`src/rtl/fifo_pkg.sv`:
```
// Shared types and default sizing for the queue-RAM controller.
package fifo_pkg;
  typedef enum logic [1:0] {
    EMPTY   = 2'd0,
    PARTIAL = 2'd1,
    FULL    = 2'd2
  } fifo_state_e;

  localparam int FIFO_ADDR_WIDTH  = 4;
  localparam int FIFO_ALMOST_FULL = 12;
endpackage

```
`src/rtl/fifo_ctrl_if.sv`:
```
// Request, RAM-control and status bundle between producer/consumer logic and fifo_ctrl.
// Optional sticky error flags appear when FIFO_ERR_FLAGS_EN is defined.
interface fifo_ctrl_if import fifo_pkg::*; #(
  parameter int ADDR_WIDTH = FIFO_ADDR_WIDTH
) ();
  logic                  wr;
  logic                  rd;
  logic                  wr_en;
  logic                  rd_en;
  logic [ADDR_WIDTH-1:0] w_addr;
  logic [ADDR_WIDTH-1:0] r_addr;
  logic                  full;
  logic                  empty;
  logic                  almost_full;
  logic [ADDR_WIDTH:0]   count;
  logic                  rd_valid;
`ifdef FIFO_ERR_FLAGS_EN
  logic                  overflow;
  logic                  underflow;
`endif

  modport master (
    output wr, rd,
    input  wr_en, rd_en, w_addr, r_addr, full, empty, almost_full, count, rd_valid
`ifdef FIFO_ERR_FLAGS_EN
    , input overflow, underflow
`endif
  );

  modport slave (
    input  wr, rd,
    output wr_en, rd_en, w_addr, r_addr, full, empty, almost_full, count, rd_valid
`ifdef FIFO_ERR_FLAGS_EN
    , output overflow, underflow
`endif
  );
endinterface

```
`src/rtl/fifo_ptr.sv`:
```
// Wrap counter used for the queue read and write pointers; MSB is the wrap bit.
module fifo_ptr import fifo_pkg::*; #(
  parameter int WIDTH = FIFO_ADDR_WIDTH + 1
) (
  input  logic             i_clk,
  input  logic             i_reset_n,
  input  logic             i_inc,
  output logic [WIDTH-1:0] o_ptr
);
  logic [WIDTH-1:0] r_ptr;

  always_ff @(posedge i_clk or negedge i_reset_n) begin
    if (!i_reset_n) r_ptr <= '0;
    else if (i_inc) r_ptr <= r_ptr + WIDTH'(1);
  end

  assign o_ptr = r_ptr;
endmodule

```
`src/rtl/fifo_ctrl.sv`:
```
// Control unit for the 16x8 dual-port queue RAM: acceptance, pointers, occupancy and flags.
// Sticky overflow/underflow flags are built only when FIFO_ERR_FLAGS_EN is defined.
//
//   state   | meaning
//   EMPTY   | occupancy == 0, reads rejected
//   PARTIAL | 0 < occupancy < depth
//   FULL    | occupancy == depth, writes rejected
module fifo_ctrl import fifo_pkg::*; #(
  parameter int ADDR_WIDTH  = FIFO_ADDR_WIDTH,
  parameter int ALMOST_FULL = FIFO_ALMOST_FULL
) (
  input  logic       i_clk,
  input  logic       i_reset_n,
  fifo_ctrl_if.slave bus
);
  localparam logic [ADDR_WIDTH:0] DEPTH  = (ADDR_WIDTH+1)'(2**ADDR_WIDTH);
  localparam logic [ADDR_WIDTH:0] AF_LVL = (ADDR_WIDTH+1)'(ALMOST_FULL);
  localparam logic [ADDR_WIDTH:0] ONE    = (ADDR_WIDTH+1)'(1);

  fifo_state_e         r_state, w_state_nxt;
  logic [ADDR_WIDTH:0] w_wptr, w_rptr, w_count, w_count_nxt;
  logic                w_full, w_empty, w_wr_en, w_rd_en;
  logic                r_almost_full, r_rd_valid;

  // Flags come from the registered state, so acceptance never depends on this cycle's requests.
  assign w_full  = (r_state == FULL);
  assign w_empty = (r_state == EMPTY);
  assign w_wr_en = bus.wr & ~w_full;
  assign w_rd_en = bus.rd & ~w_empty;

  fifo_ptr #(.WIDTH(ADDR_WIDTH+1)) u_wptr (
    .i_clk     (i_clk),
    .i_reset_n (i_reset_n),
    .i_inc     (w_wr_en),
    .o_ptr     (w_wptr)
  );

  fifo_ptr #(.WIDTH(ADDR_WIDTH+1)) u_rptr (
    .i_clk     (i_clk),
    .i_reset_n (i_reset_n),
    .i_inc     (w_rd_en),
    .o_ptr     (w_rptr)
  );

  // Wrap bits make the modulo difference span 0..depth without ambiguity.
  assign w_count = w_wptr - w_rptr;

  always_comb begin
    w_count_nxt = w_count;
    if (w_wr_en && !w_rd_en)      w_count_nxt = w_count + ONE;
    else if (w_rd_en && !w_wr_en) w_count_nxt = w_count - ONE;
  end

  always_ff @(posedge i_clk or negedge i_reset_n) begin
    if (!i_reset_n) r_state <= EMPTY;
    else            r_state <= w_state_nxt;
  end

  always_comb begin
    w_state_nxt = r_state;
    case (r_state)
      EMPTY:   if (w_wr_en) w_state_nxt = PARTIAL;
      PARTIAL: begin
        if (w_wr_en && !w_rd_en && (w_count == DEPTH - ONE))
          w_state_nxt = FULL;
        else if (w_rd_en && !w_wr_en && (w_count == ONE))
          w_state_nxt = EMPTY;
      end
      FULL:    if (w_rd_en) w_state_nxt = PARTIAL;
      default: w_state_nxt = EMPTY;
    endcase
  end

  always_ff @(posedge i_clk or negedge i_reset_n) begin
    if (!i_reset_n) begin
      r_almost_full <= 1'b0;
      r_rd_valid    <= 1'b0;
    end else begin
      r_almost_full <= (w_count_nxt >= AF_LVL);
      r_rd_valid    <= w_rd_en;
    end
  end

`ifdef FIFO_ERR_FLAGS_EN
  logic r_overflow, r_underflow;

  always_ff @(posedge i_clk or negedge i_reset_n) begin
    if (!i_reset_n) begin
      r_overflow  <= 1'b0;
      r_underflow <= 1'b0;
    end else begin
      if (bus.wr && w_full)  r_overflow  <= 1'b1;
      if (bus.rd && w_empty) r_underflow <= 1'b1;
    end
  end

  assign bus.overflow  = r_overflow;
  assign bus.underflow = r_underflow;
`endif

  assign bus.wr_en       = w_wr_en;
  assign bus.rd_en       = w_rd_en;
  assign bus.w_addr      = w_wptr[ADDR_WIDTH-1:0];
  assign bus.r_addr      = w_rptr[ADDR_WIDTH-1:0];
  assign bus.full        = w_full;
  assign bus.empty       = w_empty;
  assign bus.almost_full = r_almost_full;
  assign bus.count       = w_count;
  assign bus.rd_valid    = r_rd_valid;
endmodule

```
`src/flat_wrapper.sv`:
```
// flat-port wrapper written by rule: the top's interface ports become plain ports
module fifo_ctrl_flat import fifo_pkg::*;
#(
  parameter int ADDR_WIDTH  = FIFO_ADDR_WIDTH,
  parameter int ALMOST_FULL = FIFO_ALMOST_FULL
)
  (i_clk, i_reset_n, bus_wr, bus_rd, bus_wr_en, bus_rd_en, bus_w_addr, bus_r_addr, bus_full, bus_empty, bus_almost_full, bus_count, bus_rd_valid);
  fifo_ctrl_if #(.ADDR_WIDTH(ADDR_WIDTH)) bus_i ();
  input  logic i_clk;
  input  logic i_reset_n;
  input wire logic [$bits(bus_i.wr)-1:0] bus_wr;
  input wire logic [$bits(bus_i.rd)-1:0] bus_rd;
  output wire logic [$bits(bus_i.wr_en)-1:0] bus_wr_en;
  output wire logic [$bits(bus_i.rd_en)-1:0] bus_rd_en;
  output wire logic [$bits(bus_i.w_addr)-1:0] bus_w_addr;
  output wire logic [$bits(bus_i.r_addr)-1:0] bus_r_addr;
  output wire logic [$bits(bus_i.full)-1:0] bus_full;
  output wire logic [$bits(bus_i.empty)-1:0] bus_empty;
  output wire logic [$bits(bus_i.almost_full)-1:0] bus_almost_full;
  output wire logic [$bits(bus_i.count)-1:0] bus_count;
  output wire logic [$bits(bus_i.rd_valid)-1:0] bus_rd_valid;
  assign bus_i.wr = bus_wr;
  assign bus_i.rd = bus_rd;
  assign bus_wr_en = bus_i.wr_en;
  assign bus_rd_en = bus_i.rd_en;
  assign bus_w_addr = bus_i.w_addr;
  assign bus_r_addr = bus_i.r_addr;
  assign bus_full = bus_i.full;
  assign bus_empty = bus_i.empty;
  assign bus_almost_full = bus_i.almost_full;
  assign bus_count = bus_i.count;
  assign bus_rd_valid = bus_i.rd_valid;
  fifo_ctrl #(.ADDR_WIDTH(ADDR_WIDTH), .ALMOST_FULL(ALMOST_FULL)) u_core (.i_clk(i_clk), .i_reset_n(i_reset_n), .bus(bus_i));
endmodule
```
`config.mk`:
```
export PLATFORM = sky130hd
export DESIGN_NAME = fifo_ctrl_flat
export DESIGN_NICKNAME = d
export VERILOG_FILES = /design/src/rtl/fifo_pkg.sv /design/src/rtl/fifo_ctrl_if.sv /design/src/rtl/fifo_ptr.sv /design/src/rtl/fifo_ctrl.sv /design/src/flat_wrapper.sv
export SDC_FILE = /design/constraint.sdc
export NUM_CORES = 1
export LEC_CHECK = 0
export ABC_AREA = 1
export ABC_CLOCK_PERIOD_IN_PS = 2500
export BUFFER_PORTS_ARGS = -buffer_cell sky130_fd_sc_hd__buf_2
export CAP_MARGIN = 40
export CORE_UTILIZATION = 45
export DETAILED_ROUTE_END_ITERATION = 8
export HOLD_SLACK_MARGIN = 0.03
export PLACE_DENSITY_LB_ADDON = 0.2
export SKIP_CTS_REPAIR_TIMING = 1
export SLEW_MARGIN = 20
export SYNTH_ARGS = -nofsm -noshare
export SYNTH_HDL_FRONTEND = slang
export SYNTH_SLANG_ARGS = --single-unit
```
`constraint.sdc`:
```
create_clock -name i_clk -period 2.5 [get_ports i_clk]
set_clock_uncertainty 0.15 [all_clocks]
set_input_delay 0.5 -clock i_clk [delete_from_list [all_inputs] [get_ports i_clk]]
set_output_delay 0.5 -clock i_clk [all_outputs]
set_load 0.02 [all_outputs]
```
After elaboration in Yosys (flattened, before gate mapping). Index checks and enable logic that the tools add are counted.

Output and inout bits: 19. Flip-flop bits (word level): 14. Word-level logic and storage cells: 37. Input port bits: 4.

Reduce and logical (&&, ||, !) cells: 8. Equality and inequality tests: 7. Muxes and demuxes: 7. Magnitude comparators: 1. Add/subtract/negate cells: 5. Bitwise operators: 4.

Operators with widths (count): adder 5 x 1 -> 5 bit, second input constant (3); 2-to-1 mux 5 bit (2); 2-to-1 mux 2 bit (4); one-hot mux 2 bit (3 select lines) (1); equality test 5 x 1 -> 1 bit, second input constant (1); equality test 5 x 4 -> 1 bit, second input constant (1); greater-or-equal comparator 5 x 4 -> 1 bit, second input constant (1); subtractor 5 x 1 -> 5 bit, second input constant (1); subtractor 5 bit (1); logical AND 1 bit (4); != test 2 bit, second input constant (2); != test 3 x 1 -> 1 bit, second input constant (1); AND reduction 3 bit (1); AND 1 bit (2); equality test 2 x 1 -> 1 bit, second input constant (1); equality test 2 bit, second input constant (1); logical NOT 1 bit (2); logical NOT 2 bit (1); inverter 1 bit (2).

Depth between registers and ports, before layout.
Word-level depth: 9. Gate-level depth with buffers: 14. Mapped depth without buffers: 14.

Hierarchy. From an unflattened synthesis, not the netlist that was laid out.

Cells, all modules: 152. Area total of the unflattened synthesis: 1094.8 µm².

Modules (own cells, without submodules): fifo_ctrl (cells an instance 98, area an instance 624.3 µm², instances 1, seq. area each 100.1 µm²); fifo_ptr (cells an instance 27, area an instance 235.2 µm², instances 2, seq. area each 125.1 µm²).

Worst setup path before layout. No wires, ideal clock.

Path type: flip-flop to flip-flop. Start: reg u_core.u_wptr.r_ptr[0] (netlist: u_core.u_wptr.o_ptr[0]). End: reg u_core.r_almost_full (netlist: u_core.bus.almost_full). Arrival time: 2.080 ns. Setup slack: 0.199 ns. Clock period less this slack: 2.301 ns. Path buffers: 0. Setup time: 0.071 ns. Stages on the path, launching flop included: 12. Data required time: 2.279 ns. Path through: dfrtp_1 > inv_1 > ha_1 > inv_1 > fa_1 > ha_1 > nand2_1 > nor2_1 > ha_1 > nand2_1 > nor2_1 > nor2_1.

Longest elaborated chain between the ends: 5. Elaborated cells on any way between the ends: 6. Those cells by class: add/sub: 3; order compare: 1; mux: 2.

RTL lines: start: declaration (line fifo_ptr.sv:10) `logic [WIDTH-1:0] r_ptr;`; start signal: assignment (line fifo_ptr.sv:14) `else if (i_inc) r_ptr <= r_ptr + WIDTH'(1);`; subtractor 5 bit (*) (line fifo_ctrl.sv:46) `assign w_count = w_wptr - w_rptr;`; net bus_count[1] (line flat_wrapper.sv:20) `output wire logic [$bits(bus_i.count)-1:0] bus_count;`; subtractor 5 x 1 -> 5 bit (line fifo_ctrl.sv:51) `else if (w_rd_en && !w_wr_en) w_count_nxt = w_count - ONE;`; 2-to-1 mux 5 bit (line fifo_ctrl.sv:51); 2-to-1 mux 5 bit (*) (line fifo_ctrl.sv:50) `if (w_wr_en && !w_rd_en) w_count_nxt = w_count + ONE;`; greater-or-equal comparator 5 x 4 -> 1 bit (*) (line fifo_ctrl.sv:79) `r_almost_full <= (w_count_nxt >= AF_LVL);`; end signal: assignment (line fifo_ctrl.sv:79); end: declaration (line fifo_ctrl.sv:23) `logic r_almost_full, r_rd_valid;`.

The timed path passes the listed nets; every way through them passes the cells marked *. A chain may end at the register's enable or synchronous reset.

Worst setup path in the final report.
Start: reg u_core.u_wptr.r_ptr[0] (netlist: u_core.u_wptr.o_ptr[0]). End: out bus_count[4].

Longest elaborated chain between the ends: 1.

RTL lines (line): subtractor 5 bit (fifo_ctrl.sv:46); end: declaration (flat_wrapper.sv:20).

No other way between the ends.

==> impl_metrics.yaml <==
detailed_routing:
  dr.first_iter.drc_count: 20
  wl_per_cell_um: 11.61
  vias: 948
  firstDrtPassIters: 4
  ant_nets: 0
  drc_errors: 0
  wirelength_um: 2288
  routed_via_density: 4.812
floorplan:
  start_util_pct: 48.76
  fp.dieW_um: 51.66
  die_h_um: 51.66
  die-area_mm2: 0.002669
  ios: 23
  row_count: 17
  core_area_mm2: 0.002276
critical_path:
  start_kind: "flip-flop"
  crit_end: "bus_count[4]"
  crit_slowest_cell: "dfrtp_1"
  worstSetupEndpointType: "output pin"
  slowest_delay_ps: 410
  cp_max_fo: 3
  crit_family: "adder cells"
  crit_path_cell_trace: "inv_2 > ha_4 > inv_2 > fa_2 > nand3_2 > nand2_1 > nand2_1 > nand2_2 > inv_2 > buf_6"
  cp-startpoint: "u_core.u_wptr.o_ptr[0]$_DFFE_PN0P_"
  critPathBufInv: 4
  reg2reg_slack_ps: 170
  worst_path_most_repeated_cell: "inv_2"
  worst_r2r_startpoint: "u_core.u_wptr.o_ptr[0]$_DFFE_PN0P_"
  worstPathArrival_ps: 1820
  crit_type: "flip-flop to output pin"
  crit_required_ps: 1850
  regToRegEndpoint: "u_core.r_state[1]$_DFFE_PN0P_"
  cp.depth: 10
  reg2reg_depth: 10
yosys:
  syn-num-nets: 160
  yosysSeqAreaShare_pct: 31.57
  avgSynthCellArea_um2: 7.654
  yosys.cell_types.count: 22
  yosysWarnings: 0
  ys_seq_elements: 14
  syn_area_mm2: 0.001110
  synthCells: 145
sta:
  tightest_slew_ps: 329.3
  period_needed_ps: 2467
  min_period_over_period_pct: 98.69
  finalHoldViolCount: 0
  rsz0062_at_grt: "true"
  fmax_ghz: 0.4053
  report.final.setup_viol: 0
  drv_slew: 0
  slew_headroom_pct: 78.05
cells_and_area:
  final_nets: 186
  seqCellArea_um2: 351.6
  final_layout_size_suffix_gt1_share_pct: 32.54
  multi_input_comb_area_um2: 645.6
  area.growth.synth_to_final_pct: 18.83
  design_area_mm2: 0.001319
  fill_cells: 198
  final_util_pct: 57.94
  n_antenna_cell: 0
global_route:
  grt_pass1_wl_um: 3774
  grt_pass1_vias: 865
  grt_start_max_net_pins: 15
  overflow: 0
  antenna_found_initial: 0
  grtUsageTotal_pct: 19.37
clock_network:
  cts_tree: "built"
  cts-root-buf: "clkbuf_4"
  clock_latency_ps: 270
  cts_max_level: 1
  cts_made_buffers: 3
  cts.reportedPaths.clkPinSlew_ps: 80
  cts_max_path_buffers: 2
  cts_sinks: 14
outcome:
  status: "complete, no violations"
placement:
  dp_hpwl_um: 1787
  numPortBuffers: 22
  place_congestion: 0.8394
  place_area_mm2: 0.001195
min_path:
  hp-class: "flip-flop to flip-flop"
  min_delay_path_depth: 1
job:
  cap_viol_max_count: 0
-- cells in the final DEF (no fill, tap or decap) --
cell           count
nand3_2            2
fa_2               1
dfrtp_1           13
buf_6              1
nand2_1           33
o21ai_2            1
ha_1               8
inv_1             19
dfrtp_2            1
buf_4              7
inv_2              5
a21oi_4            1
nor3_1             2
nand4_1            1
buf_2             20
a21oi_1            1
nand3_1           12
ha_2               1
nand2_2            5
ha_4               1
a21oi_2            1
nand2_4            1
xor2_1             9
nor2_1            12
dlygate4sd3_1      1
clkbuf_4           3
o21ai_0            1
o22ai_1            1
nor2_8             1
nor2_2             3
o31ai_1            1
-- through the flow --
step / setup WS [ps] / hold slack, ps / TNS [ps] / std cells
2_1_floorplan: 198.8 / 54.41 / 0 / 145
3_3_place_gp: 229.8 / 263.3 / 0 / 187
3_5_place_dp: 157.1 / 267.7 / 0 / 187
4_1_cts: -156.0 / -39.56 / -236.4 / 190
5_1_grt: -87.80 / 412.8 / -107.3 / 197
6_report: 32.72 / 399.0 / 0 / 197
-- Yosys cell counts --
master	n	area share [%]
nand3_2	1	0.90
o22ai_1	1	0.56
nand2_1	35	12
o21ai_0	1	0.45
inv_2	1	0.34
nor2_1	12	4.1
ha_1	10	11
buf_4	8	5.4
nor2_8	1	1.8
fa_1	1	1.8
nand4_1	1	0.56
nor2_2	3	1.7
nand3_1	13	5.9
o31ai_1	1	0.68
xor2_1	9	7.1
nand2_2	4	2.3
nor3_1	2	0.90
inv_1	23	7.8
a21oi_1	2	0.90
o21ai_2	1	0.79
a21oi_4	1	1.5
dfrtp_1	14	32
-- area by class of cell --
type | instances | share of cell area [%]
Multi-Input combinational cell | 99 | 48.96
Sequential cell | 14 | 26.66
Timing Repair Buffer | 29 | 13.19
Inverter | 24 | 6.831
Tap cell | 28 | 2.657
Clock buffer | 3 | 1.708
-- logic make-up (layout without fill, tap and decap cells) --
logic type / Yosys count / in the layout / synth area share, %
flops: 14 / 14 / 31.57
compound gates: 7 / 7 / 4.849
xor+xnor: 9 / 9 / 7.103
fa+ha+maj: 11 / 11 / 13.08
buf+inv: 32 / 56 / 13.53
simple gates: 72 / 72 / 29.88
-- worst reg2reg max path, delay by kind of cell (launching register included) --
kind,cells,cell delay [ps]
buffers and inverters,2,130
DFF,1,410
and+or+nand+nor,3,240
adders and majority gates,4,1050
AOI/OAI and AO/OA,1,240
-- worst min-delay path by stage --
stage / startpoint / endpoint / slack, ps
after floorplan: i_reset_n / u_core.bus.almost_full$_DFF_PN0_ / 50
after global placement: i_reset_n / u_core.u_rptr.o_ptr[4]$_DFFE_PN0P_ / 260
after detailed placement: i_reset_n / u_core.u_wptr.o_ptr[4]$_DFFE_PN0P_ / 270
after CTS: i_reset_n / u_core.u_wptr.o_ptr[2]$_DFFE_PN0P_ / -40
after global routing: u_core.u_rptr.o_ptr[0]$_DFFE_PN0P_ / u_core.u_rptr.o_ptr[0]$_DFFE_PN0P_ / 410
final: u_core.u_rptr.o_ptr[0]$_DFFE_PN0P_ / u_core.u_rptr.o_ptr[0]$_DFFE_PN0P_ / 400
-- metal layers --
layer  track usage (%)  vias up  wire length [µm]
met5                 0        -                 0
met2             32.03       12              1182
met4             8.108        0                15
li1                  -      490                 -
met3             3.216        2                66
met1             24.77      444              1023
-- state kept, by name (all words and copies together), names as in the netlist --
| register | count |
|---|---|
| u_core.bus.rd_valid | 1 |
| u_core.bus.almost_full | 1 |
| u_core.r_state | 2 |
| u_core.u_rptr.o_ptr | 5 |
| u_core.u_wptr.o_ptr | 5 |
Power is not shown: default switching activity piles up to over one toggle a cycle in this logic, so the estimate is an artifact.
